===== config.mk =====
export PLATFORM = sky130hd
export DESIGN_NAME = rf_wb_arbiter_flat
export DESIGN_NICKNAME = d
export VERILOG_FILES = /design/src/rtl/rf_wb_arbiter_pkg.sv /design/src/rtl/rf_wb_arbiter_if.sv /design/src/rtl/rf_wb_arbiter_rr_arbiter.sv /design/src/rtl/rf_wb_arbiter.sv /design/src/flat_wrapper.sv
export SDC_FILE = /design/constraint.sdc
export NUM_CORES = 1
export LEC_CHECK = 0
export BUFFER_PORTS_ARGS = -buffer_cell sky130_fd_sc_hd__buf_2
export CAP_MARGIN = 20
export CORE_UTILIZATION = 47
export DETAILED_ROUTE_END_ITERATION = 12
export GPL_ROUTABILITY_DRIVEN = 0
export PLACE_DENSITY = 0.78
export SLEW_MARGIN = 20
export SYNTH_ARGS = -nofsm -noshare
export SYNTH_HDL_FRONTEND = slang
export SYNTH_SLANG_ARGS = --single-unit

===== constraint.sdc =====
create_clock -name clk -period 3.2 [get_ports clk]
set_clock_uncertainty 0.2 [all_clocks]
set_input_delay 0.16 -clock clk [delete_from_list [all_inputs] [get_ports clk]]
set_output_delay 0.16 -clock clk [all_outputs]
set_load 0.05 [all_outputs]

===== src/rtl/rf_wb_arbiter_pkg.sv =====
// ============================================================================
// Module      : rf_wb_arbiter_pkg
// Description : Shared register-file constants, write-back request type and
//               one-hot register mask helper.
// Revision    : 1.0
// ============================================================================
`default_nettype none

package rf_wb_arbiter_pkg;

    localparam int REG_ADDR_W = 5;
    localparam int REG_DATA_W = 32;
    localparam int NUM_REGS   = 32;

    typedef struct packed {
        logic [REG_ADDR_W-1:0] wr;
        logic [REG_DATA_W-1:0] wd;
    } wb_req_t;

    function automatic logic [NUM_REGS-1:0] reg_mask(input logic [REG_ADDR_W-1:0] r);
        reg_mask = NUM_REGS'(1) << r;
    endfunction

endpackage

`default_nettype wire


===== src/rtl/rf_wb_arbiter_if.sv =====
// ============================================================================
// Module      : rf_wb_arbiter_if
// Description : Write-back requester bus plus registered RF write port.
// Revision    : 1.0
// ============================================================================
`default_nettype none

interface rf_wb_arbiter_if #(
    parameter int NREQ = 3
) ();
    import rf_wb_arbiter_pkg::*;

    logic [NREQ-1:0]            req_valid;
    logic [NREQ*REG_ADDR_W-1:0] req_wr;
    logic [NREQ*REG_DATA_W-1:0] req_wd;
    logic [NREQ-1:0]            req_ready;
    logic                       rf_we;
    logic [REG_ADDR_W-1:0]      rf_wr;
    logic [REG_DATA_W-1:0]      rf_wd;

    modport slave (
        input  req_valid, req_wr, req_wd,
        output req_ready, rf_we, rf_wr, rf_wd
    );

    modport master (
        output req_valid, req_wr, req_wd,
        input  req_ready, rf_we, rf_wr, rf_wd
    );
endinterface

`default_nettype wire


===== src/rtl/rf_wb_arbiter_rr_arbiter.sv =====
// ============================================================================
// Module      : rr_arbiter
// Description : Parameterised round-robin arbiter; search starts one past the
//               last granted index, pointer moves only on a grant.
// Revision    : 1.0
// ============================================================================
`default_nettype none

module rr_arbiter #(
    parameter int NREQ  = 3,
    parameter int IDX_W = (NREQ > 1) ? $clog2(NREQ) : 1
) (
    input  wire logic             clk,
    input  wire logic             rst,
    input  wire logic [NREQ-1:0]  req_i,
    output logic      [NREQ-1:0]  gnt_o,
    output logic                  gnt_valid_o,
    output logic      [IDX_W-1:0] gnt_idx_o
);

    logic [IDX_W-1:0] last_q;
    logic [IDX_W-1:0] cand_idx;
    int               cand;

    always_comb begin
        gnt_o       = '0;
        gnt_valid_o = 1'b0;
        gnt_idx_o   = last_q;
        cand        = 0;
        cand_idx    = '0;
        for (int k = 1; k <= NREQ; k++) begin
            cand     = (int'(last_q) + k) % NREQ;
            cand_idx = IDX_W'(cand);
            if (!gnt_valid_o && req_i[cand_idx]) begin
                gnt_valid_o     = 1'b1;
                gnt_o[cand_idx] = 1'b1;
                gnt_idx_o       = cand_idx;
            end
        end
    end

    always_ff @(posedge clk) begin
        if (!rst) begin
            last_q <= IDX_W'(NREQ - 1);
        end else if (gnt_valid_o) begin
            last_q <= gnt_idx_o;
        end
    end

endmodule

`default_nettype wire


===== src/rtl/rf_wb_arbiter.sv =====
// ============================================================================
// Module      : rf_wb_arbiter
// Description : Round-robin RF write-port arbiter with registered write command
//               and 32-entry pending-write scoreboard. Optional decode bypass
//               enabled by macro RF_WB_BYPASS_EN.
// Revision    : 1.0
// ============================================================================
`default_nettype none

module rf_wb_arbiter
    import rf_wb_arbiter_pkg::*;
#(
    parameter int NREQ = 3
) (
    input  wire logic                  clk,
    input  wire logic                  rst,
    rf_wb_arbiter_if.slave             bus,
    input  wire logic                  issue_valid_i,
    input  wire logic [REG_ADDR_W-1:0] issue_rd_i,
    output logic                       issue_ready_o,
    input  wire logic [REG_ADDR_W-1:0] rs1_i,
    input  wire logic [REG_ADDR_W-1:0] rs2_i,
    output logic                       raw_hazard_o
`ifdef RF_WB_BYPASS_EN
    ,
    output logic                       byp1_valid_o,
    output logic [REG_DATA_W-1:0]      byp1_data_o,
    output logic                       byp2_valid_o,
    output logic [REG_DATA_W-1:0]      byp2_data_o
`endif
);

    localparam int IDX_W = (NREQ > 1) ? $clog2(NREQ) : 1;

    wb_req_t               req_a [NREQ];
    wb_req_t               sel;
    logic                  xfer;
    logic [IDX_W-1:0]      gnt_idx;
    logic [NUM_REGS-1:0]   busy_q, busy_d, busy_eff;
    logic                  rf_we_q, rf_we_d;
    logic [REG_ADDR_W-1:0] rf_wr_q, rf_wr_d;
    logic [REG_DATA_W-1:0] rf_wd_q, rf_wd_d;

    for (genvar i = 0; i < NREQ; i++) begin : g_unpack
        assign req_a[i].wr = bus.req_wr[REG_ADDR_W*i +: REG_ADDR_W];
        assign req_a[i].wd = bus.req_wd[REG_DATA_W*i +: REG_DATA_W];
    end

    rr_arbiter #(
        .NREQ  (NREQ),
        .IDX_W (IDX_W)
    ) u_arb (
        .clk         (clk),
        .rst         (rst),
        .req_i       (bus.req_valid),
        .gnt_o       (bus.req_ready),
        .gnt_valid_o (xfer),
        .gnt_idx_o   (gnt_idx)
    );

    assign sel = req_a[gnt_idx];

    // r0 transfers complete the handshake but never reach the RF
    always_comb begin
        rf_we_d = xfer && (sel.wr != '0);
        rf_wr_d = rf_we_d ? sel.wr : rf_wr_q;
        rf_wd_d = rf_we_d ? sel.wd : rf_wd_q;
    end

    assign issue_ready_o = !busy_q[issue_rd_i];

    always_comb begin
        busy_d = busy_q;
        if (xfer) begin
            busy_d = busy_d & ~reg_mask(sel.wr);
        end
        if (issue_valid_i && issue_ready_o && (issue_rd_i != '0)) begin
            busy_d = busy_d | reg_mask(issue_rd_i);
        end
        busy_d[0] = 1'b0;
    end

    always_ff @(posedge clk) begin
        if (!rst) begin
            busy_q  <= '0;
            rf_we_q <= 1'b0;
            rf_wr_q <= '0;
            rf_wd_q <= '0;
        end else begin
            busy_q  <= busy_d;
            rf_we_q <= rf_we_d;
            rf_wr_q <= rf_wr_d;
            rf_wd_q <= rf_wd_d;
        end
    end

    assign bus.rf_we = rf_we_q;
    assign bus.rf_wr = rf_wr_q;
    assign bus.rf_wd = rf_wd_q;

`ifdef RF_WB_BYPASS_EN
    // A register being written back this cycle is readable via the bypass next cycle
    assign busy_eff     = busy_q & ~(xfer ? reg_mask(sel.wr) : '0);
    assign byp1_valid_o = rf_we_q && (rf_wr_q == rs1_i) && (rs1_i != '0);
    assign byp2_valid_o = rf_we_q && (rf_wr_q == rs2_i) && (rs2_i != '0);
    assign byp1_data_o  = rf_wd_q;
    assign byp2_data_o  = rf_wd_q;
`else
    assign busy_eff = busy_q;
`endif

    assign raw_hazard_o = busy_eff[rs1_i] | busy_eff[rs2_i];

endmodule

`default_nettype wire


===== src/flat_wrapper.sv =====
// flat-port wrapper written by rule: the top's interface ports become plain ports
module rf_wb_arbiter_flat import rf_wb_arbiter_pkg::*;
#(
    parameter int NREQ = 3
)
  (clk, rst, issue_valid_i, issue_rd_i, issue_ready_o, rs1_i, rs2_i, raw_hazard_o, bus_req_valid, bus_req_wr, bus_req_wd, bus_req_ready, bus_rf_we, bus_rf_wr, bus_rf_wd);
  rf_wb_arbiter_if #(.NREQ(NREQ)) bus_i ();
  input  wire logic clk;
  input  wire logic rst;
  input  wire logic issue_valid_i;
  input  wire logic [REG_ADDR_W-1:0] issue_rd_i;
  output logic issue_ready_o;
  input  wire logic [REG_ADDR_W-1:0] rs1_i;
  input  wire logic [REG_ADDR_W-1:0] rs2_i;
  output logic raw_hazard_o;
  input wire logic [$bits(bus_i.req_valid)-1:0] bus_req_valid;
  input wire logic [$bits(bus_i.req_wr)-1:0] bus_req_wr;
  input wire logic [$bits(bus_i.req_wd)-1:0] bus_req_wd;
  output wire logic [$bits(bus_i.req_ready)-1:0] bus_req_ready;
  output wire logic [$bits(bus_i.rf_we)-1:0] bus_rf_we;
  output wire logic [$bits(bus_i.rf_wr)-1:0] bus_rf_wr;
  output wire logic [$bits(bus_i.rf_wd)-1:0] bus_rf_wd;
  assign bus_i.req_valid = bus_req_valid;
  assign bus_i.req_wr = bus_req_wr;
  assign bus_i.req_wd = bus_req_wd;
  assign bus_req_ready = bus_i.req_ready;
  assign bus_rf_we = bus_i.rf_we;
  assign bus_rf_wr = bus_i.rf_wr;
  assign bus_rf_wd = bus_i.rf_wd;
  rf_wb_arbiter #(.NREQ(NREQ)) u_core (.clk(clk), .rst(rst), .bus(bus_i), .issue_valid_i(issue_valid_i), .issue_rd_i(issue_rd_i), .issue_ready_o(issue_ready_o), .rs1_i(rs1_i), .rs2_i(rs2_i), .raw_hazard_o(raw_hazard_o));
endmodule

# [Word-level counts from Yosys, hierarchy flattened]
# Index checks and enable logic that the tools add are counted.
# W data, S select, Z words.
[totals] input_bits=132 ff_bits=72 word_cells=76 output_inout_bits=43
[op_classes] shift=2 bitwise=7 add_sub_neg=3 div=3 n_lt_le_gt_ge=10 muxes=32 reduce_logical=13
[op_table] operator="$mod A32 B3 Y32 const B" n=3
[op_table] operator="$bmux W37 S2" n=1
[op_table] operator="$mux W37" n=2
[op_table] operator="$mux W32" n=2
[op_table] operator="$shl A1 B5 Y32 const A" n=2
[op_table] operator="$and A32 B32 Y32" n=1
[op_table] operator="$not A32 Y32" n=1
[op_table] operator="$or A32 B32 Y32" n=1
[op_table] operator="$lt A5 B6 Y1 const B" n=3
[op_table] operator="$bmux W1 S5" n=3
[op_table] operator="$mux W1" n=12
[op_table] operator="$reduce_bool A5 Y1" n=2
[op_table] operator="$lt A2 B3 Y1 const B" n=3
[op_table] operator="$mux W3" n=3
[op_table] operator="$logic_and A1 B1 Y1" n=8
[op_table] operator="$add A2 B2 Y3 const B" n=2
[op_table] operator="$bmux W1 S2" n=3
[op_table] operator="$demux W1 S2" n=3
[op_table] operator="$ge A2 B1 Y1 const B" n=3
[op_table] operator="$mux W2" n=3
[op_table] operator="$or A3 B3 Y3" n=2
[op_table] operator="$add A2 B1 Y3 const B" n=1
[op_table] operator="$ge A3 B3 Y1 const B" n=1
[op_table] operator="$logic_not A1 Y1" n=3
[op_table] operator="other kinds (2)" n=2

# [Longest topological paths before layout]
[logic_depth] ltp_word=21 mapped_depth=14 mapped_depth_nobuf=10

# [Cells and area by module]
# Synthesis repeated with hierarchy kept, for this count alone.
[unflattened] cells_unflattened=487 hier_area_um2=4760.8
[by_module_without_submodules] mod="rf_wb_arbiter" area_each_um2=4403.0 seq_area_each_um2=1381.3 n_inst=1 cells_per_inst=445
[by_module_without_submodules] mod="rr_arbiter" area_each_um2=357.8 seq_area_each_um2=40.0 n_inst=1 cells_per_inst=42

# [Worst setup path before layout]
# No wires, ideal clock.
[synth_path] path_type="register to register" from="register u_core.u_arb.last_q[0]" to="register u_core.rf_wd_q[21], in the netlist u_core.bus.rf_wd[21]" setup_ns=0.072 n_path_buf=4 synth_period_minus_slack_ns=3.238 arrival_time_ns=2.966 required_ns=2.928 path_stages_with_launch=14 slack_ns=-0.038 cell_sequence="dfxtp_1 > inv_1 > ha_1 > buf_2 > o22ai_4 > o31a_1 > o22a_1 > buf_6 > mux2i_1 > a2111oi_4 > a31o_1 > buf_6 > buf_6 > mux2i_1"
[synth_between] elab_chain_len=17 elab_cells_between_ends=28 cone_classes="3 x add/sub; 3 x div; 15 x mux; 1 x bitwise; 6 x reduce/logical"
[synth_rtl] element="start, declared" line="rf_wb_arbiter_rr_arbiter.sv:21" rtl="logic [IDX_W-1:0] last_q;"
[synth_rtl] element="start signal, assigned" line="rf_wb_arbiter_rr_arbiter.sv:44" rtl="last_q <= IDX_W'(NREQ - 1);"
[synth_rtl] element="start signal, assigned" line="rf_wb_arbiter_rr_arbiter.sv:46" rtl="last_q <= gnt_idx_o;"
[synth_rtl] element="$add A2 B1 Y3" line="rf_wb_arbiter_rr_arbiter.sv:32" rtl="cand = (int'(last_q) + k) % NREQ;"
[synth_rtl] element="$mod A32 B3 Y32" line="rf_wb_arbiter_rr_arbiter.sv:32"
[synth_rtl] element="$bmux W1 S2" line="rf_wb_arbiter_rr_arbiter.sv:34" rtl="if (!gnt_valid_o && req_i[cand_idx]) begin"
[synth_rtl] element="$mux W1 (implied by the code)" line="rf_wb_arbiter_rr_arbiter.sv:34"
[synth_rtl] element="$mux W1" line="rf_wb_arbiter_rr_arbiter.sv:34"
[synth_rtl] element="$logic_not A1 Y1" line="rf_wb_arbiter_rr_arbiter.sv:34"
[synth_rtl] element="$logic_and A1 B1 Y1" line="rf_wb_arbiter_rr_arbiter.sv:34"
[synth_rtl] element="$mux W1" line="rf_wb_arbiter_rr_arbiter.sv:34"
[synth_rtl] element="$logic_not A1 Y1" line="rf_wb_arbiter_rr_arbiter.sv:34"
[synth_rtl] element="$logic_and A1 B1 Y1" line="rf_wb_arbiter_rr_arbiter.sv:34"
[synth_rtl] element="$mux W2" line="rf_wb_arbiter_rr_arbiter.sv:34"
[synth_rtl] element="$not A2 Y3 (implied by the code)" line="rf_wb_arbiter.sv:61" rtl="assign sel = req_a[gnt_idx];"
[synth_rtl] element="$bmux W37 S2" line="rf_wb_arbiter.sv:61"
[synth_rtl] element="$mux W37 (implied by the code) (2 in series)" line="rf_wb_arbiter.sv:61"
[synth_rtl] element="$reduce_bool A5 Y1" line="rf_wb_arbiter.sv:65" rtl="rf_we_d = xfer && (sel.wr != '0);"
[synth_rtl] element="$logic_and A1 B1 Y1" line="rf_wb_arbiter.sv:65"
[synth_rtl] element="end signal, assigned" line="rf_wb_arbiter.sv:93" rtl="rf_wd_q <= rf_wd_d;"
[synth_rtl] element="end, declared" line="rf_wb_arbiter.sv:42" rtl="logic [REG_DATA_W-1:0] rf_wd_q, rf_wd_d;"
# Several ways; a longest one is shown, not always the timed one. The select of a mux whose other input is x is not followed.
# A chain may end at the register's enable or synchronous reset.

# [Final worst setup path]
[layout_path] from="register u_core.u_arb.last_q[0]" to="register u_core.rf_wd_q[12], in the netlist u_core.bus.rf_wd[12]"
# The elaborated chain is that of the path after synthesis.

==> results.md <==
Run status:
- The flow ran to the end, but the final reports show violations.
- The checks that failed: negative setup slack.

STA:
- The final clock period utilization by the worst path is 1.025.
- The final number of hold-violating endpoints is 0.
- Headroom to the max-slew limit came out at 0.3683.
- Setup repair after global routing could not meet its margin everywhere.
- The count of final setup violators is 38.
- The worst setup margin is -0.08121 ns.
- At the pin with the least slew margin, the transition time is 0.9455 ns.
- The number of pins with negative max-slew slack in the final report is 0.
- Hold is met by 0.007403 ns.
- Static timing analysis puts the maximum clock frequency at 304.8 MHz.
- After routing, the total negative slack on setup checks comes to -1.321 ns.
- The time the worst path needs with I/O delays and setup is 3.281 ns.

CTS:
- The clock passes through at most 2 buffers.
- Clock tree synthesis inserted a total of 9 buffers.
- The clock network latency to the later pin of the worst-skew pair is 0.36 ns.
- The count of clock tree sinks is 71.
- Clock-pin slew was measured on the worst setup and hold paths at 0.09 ns.
- In this run the number of H-tree levels came out at 3.
- In this run the clock root is driven by a clkbuf_8.
- TritonCTS built the clock tree.

Setup path:
- Data arrives at the worst endpoint at 3.36 ns.
- The worst setup path is of the reg2reg kind.
- The data required time at the worst endpoint is 3.28 ns.
- STA classifies the critical path startpoint as a flop.
- The type of element capturing the critical path is a flop.
- In this run the worst path has a maximum fanout of 5.

Route:
- Using the TritonRoute via totals, the vias-per-cell ratio works out to 6.044.
- The vias after detailed routing is 5826.
- The total routed wirelength is 17.93 mm.
- The number of remaining DRC errors is 0.
- The pre-antenna-repair detailed-routing pass consisted of 6 iterations.
- In this run the remaining antenna-violating nets after routing total 0.
- The starting DRC count in detailed routing is 461.
- Dividing the detail-routed wire length by the instance count gives 18.60 µm.

Global routing:
- The number of global-route vias before repair was 5769.
- The initial antenna violation count is 0.
- The first-pass GRT wire length is 27.41 mm.
- For this run, the total global-route usage over all layers was measured as 0.3061.
- The maximum number of pins on one net before global-route repair is 43.
- Global routing finished with a remaining overflow of 0.

Power and ir drop:
- VDD sags by at most 0.8664 mV.
- Dividing total power by cell area gives a power density of 1189 nW/µm².
- Summed over all cells, the static leakage comes to 3.220 nW.

Finish:
- The final design utilization is 0.6866.
- Fill cells in the final layout number 762.
- The register area is 1426 µm².
- The count of inserted antenna diode cells is 0.
- The fraction of layout instances using a drive strength above 1 is 0.4175.
- The number of nets in the layout is 955.
- Leaving out filler cells and counting taps, the final layout contains 964.
- The area of the multi-input gates is 3725 µm².
- Relative to the synthesized area, the layout overhead comes to 42.35%.

Min path:
- The min-delay analysis places its worst path in the category in2reg.

Floorplan:
- The floorplan step defined a die boundary enclosing 11500 µm².
- The x dimension of the die is 107.2 µm.
- The core region area is 10790 µm².
- The vertical extent of the die is 107.2 µm.
- 175 I/O pins were placed.
- The initial utilization of the core area, before any placement, comes to 0.4824.
- The number of cell rows is 38.

Yosys:
- The commonest register cell after synthesis is dfxtp_1.
- Summing every instance area after synthesis gives 5206 µm².
- The share of the Yosys chip area taken by registers is 0.2730.
- The average size of a mapped cell is 9.007 µm².
- The flop and latch count out of synthesis is 71.
- The count of flip-flops with a built-in enable after synthesis is 0.
- The Yosys step of the flow raised 0 warnings.
- The number of nets handed over by synthesis was 714.
- The number of instances in the synthesized netlist is 578.
- In the synthesized netlist the async set-or-reset flop fraction comes to 0.
- The number of distinct library cell variants in the gate-level netlist after synthesis is 64.

Place:
- The total placed cells including tap cells is 902.
- The count of port buffers added during placement is 174.
- Once detailed placement completed, the half-perimeter wirelength came to 12.76 mm.
- The pre-CTS setup slack is -0.2207 ns.

Run:
- The max-capacitance violation count is 0.
layer usage:
metal  global-route usage  up-vias  part of all wire
met5                    0        -                 0
met4               0.1536        0             0.050
met3              0.04863       79             0.074
met2               0.5465      348              0.50
met1               0.3529     2737              0.37
li1                     -     2662                 -
placed cells by master (no fill, tap or decap), drive strengths merged, types with 3 or more instances in the layout:
cell,synthesis,final
buf,22,246
nand2,109,109
mux2i,78,78
dfxtp,71,71
o2bb2ai,32,32
dlygate4sd3,0,29
mux4,27,27
a21oi,27,27
o21ai,26,26
nor2,25,25
nand3,18,18
a311oi,17,17
a31oi,14,14
clkbuf,25,11
and3,9,9
and2,6,6
inv,5,6
a211oi,5,5
nor3,5,5
o21a,4,4
o211ai,4,4
nor2b,4,4
a2111oi,4,4
ha,4,4
clkinv,1,4
or2,3,3
mux2,3,3
nor4,3,3
through the flow:
| step | total power (W) | instance area, µm² |
|---|---|---|
| finish | 0.008811 | 7411 |
| floorplan | 0.005190 | 5223 |
| global route | 0.009229 | 7411 |
| detailed placement | 0.006816 | 6487 |
| global placement | 0.006645 | 6487 |
| CTS | 0.008348 | 7284 |
kinds of logic (layout without fill, tap and decap cells):
family / Yosys count / in the layout / synth area share
multiplexers: 108 / 108 / 0.2788
AND/OR/NAND/NOR: 194 / 194 / 0.1759
flip-flops: 71 / 71 / 0.2730
buffers and inverters: 53 / 299 / 0.05143
AO/OA/AOI/OAI: 148 / 148 / 0.2112
adder cells (fa/ha/maj): 4 / 4 / 0.009613
layout make-up:
type	instances	area share
clock buffer	10	0.01857
clock inverter	6	0.009286
inverter	6	0.003039
multi-input combinational	454	0.5026
sequential	71	0.1925
tap	140	0.02364
timing repair buffer	277	0.2504
synth_stat cells (3+ instances only):
master | count | area share
a2111oi_2 | 3 | 0.0087
a211oi_1 | 4 | 0.0058
a21oi_1 | 27 | 0.026
a311oi_1 | 17 | 0.029
a31oi_1 | 14 | 0.017
and2_1 | 4 | 0.0048
and3_1 | 9 | 0.011
buf_1 | 5 | 0.0036
buf_2 | 10 | 0.0096
buf_6 | 4 | 0.0087
clkbuf_1 | 25 | 0.018
dfxtp_1 | 71 | 0.27
ha_1 | 4 | 0.0096
inv_1 | 5 | 0.0036
mux2i_1 | 75 | 0.14
mux4_2 | 27 | 0.12
nand2_1 | 109 | 0.079
nand3_1 | 18 | 0.017
nor2_1 | 24 | 0.017
nor2b_1 | 4 | 0.0048
nor3_1 | 4 | 0.0038
o211ai_1 | 4 | 0.0058
o21a_1 | 4 | 0.0058
o21ai_0 | 22 | 0.021
o21ai_1 | 3 | 0.0029
o2bb2ai_1 | 32 | 0.054
or2_2 | 3 | 0.0036
report_power, final:
group,internal (W),switching [W],leakage [nW]
Combinational,0.00309,0.00376,2.53
Sequential,0.00109,0.000108,0.582
Clock,0.000386,0.000384,0.103
worst max-delay path: stages (launching register included):
cell and delay (ns):
dfxtp_2 0.34, buf_6 0.12, ha_4 0.17, buf_4 0.15, nand3b_1 0.15, nand2_1 0.09
o211ai_1 0.33, buf_4 0.20, o22ai_4 0.07, mux2_4 0.31, a22oi_2 0.33, a31o_4 0.25
buf_12 0.14, buf_12 0.12, mux2i_2 0.22
registers in the layout (all words and copies together) (netlist names):
signal	cells
u_core.bus.rf_wd	32
u_core.bus.rf_we	1
u_core.bus.rf_wr	5
u_core.busy_eff	31
u_core.u_arb.last_q	2
timing repair:
item | CTS | global route
pin swaps | 11 | 10
endpoints found under the hold margin | 28 | 0
gates cloned | 3 | 0
buffers inserted | 13 | 3
setup endpoints to repair | 69 | 68
resized for setup | 28 | 22
hold buffers | 29 | 0
final timing paths:
check,from,end,slack [ns],depth (start not counted)
max,u_core.u_arb.last_q[0],u_core.bus.rf_wd[12],-0.08,14
min,bus_req_wd[94],u_core.bus.rf_wd[30],0.007,4
max reg2reg,u_core.u_arb.last_q[0],u_core.bus.rf_wd[12],-0.08,14
min reg2reg,u_core.bus.rf_wr[3],u_core.bus.rf_wr[3],0.26,2
Power figures use the tool's default switching activity.
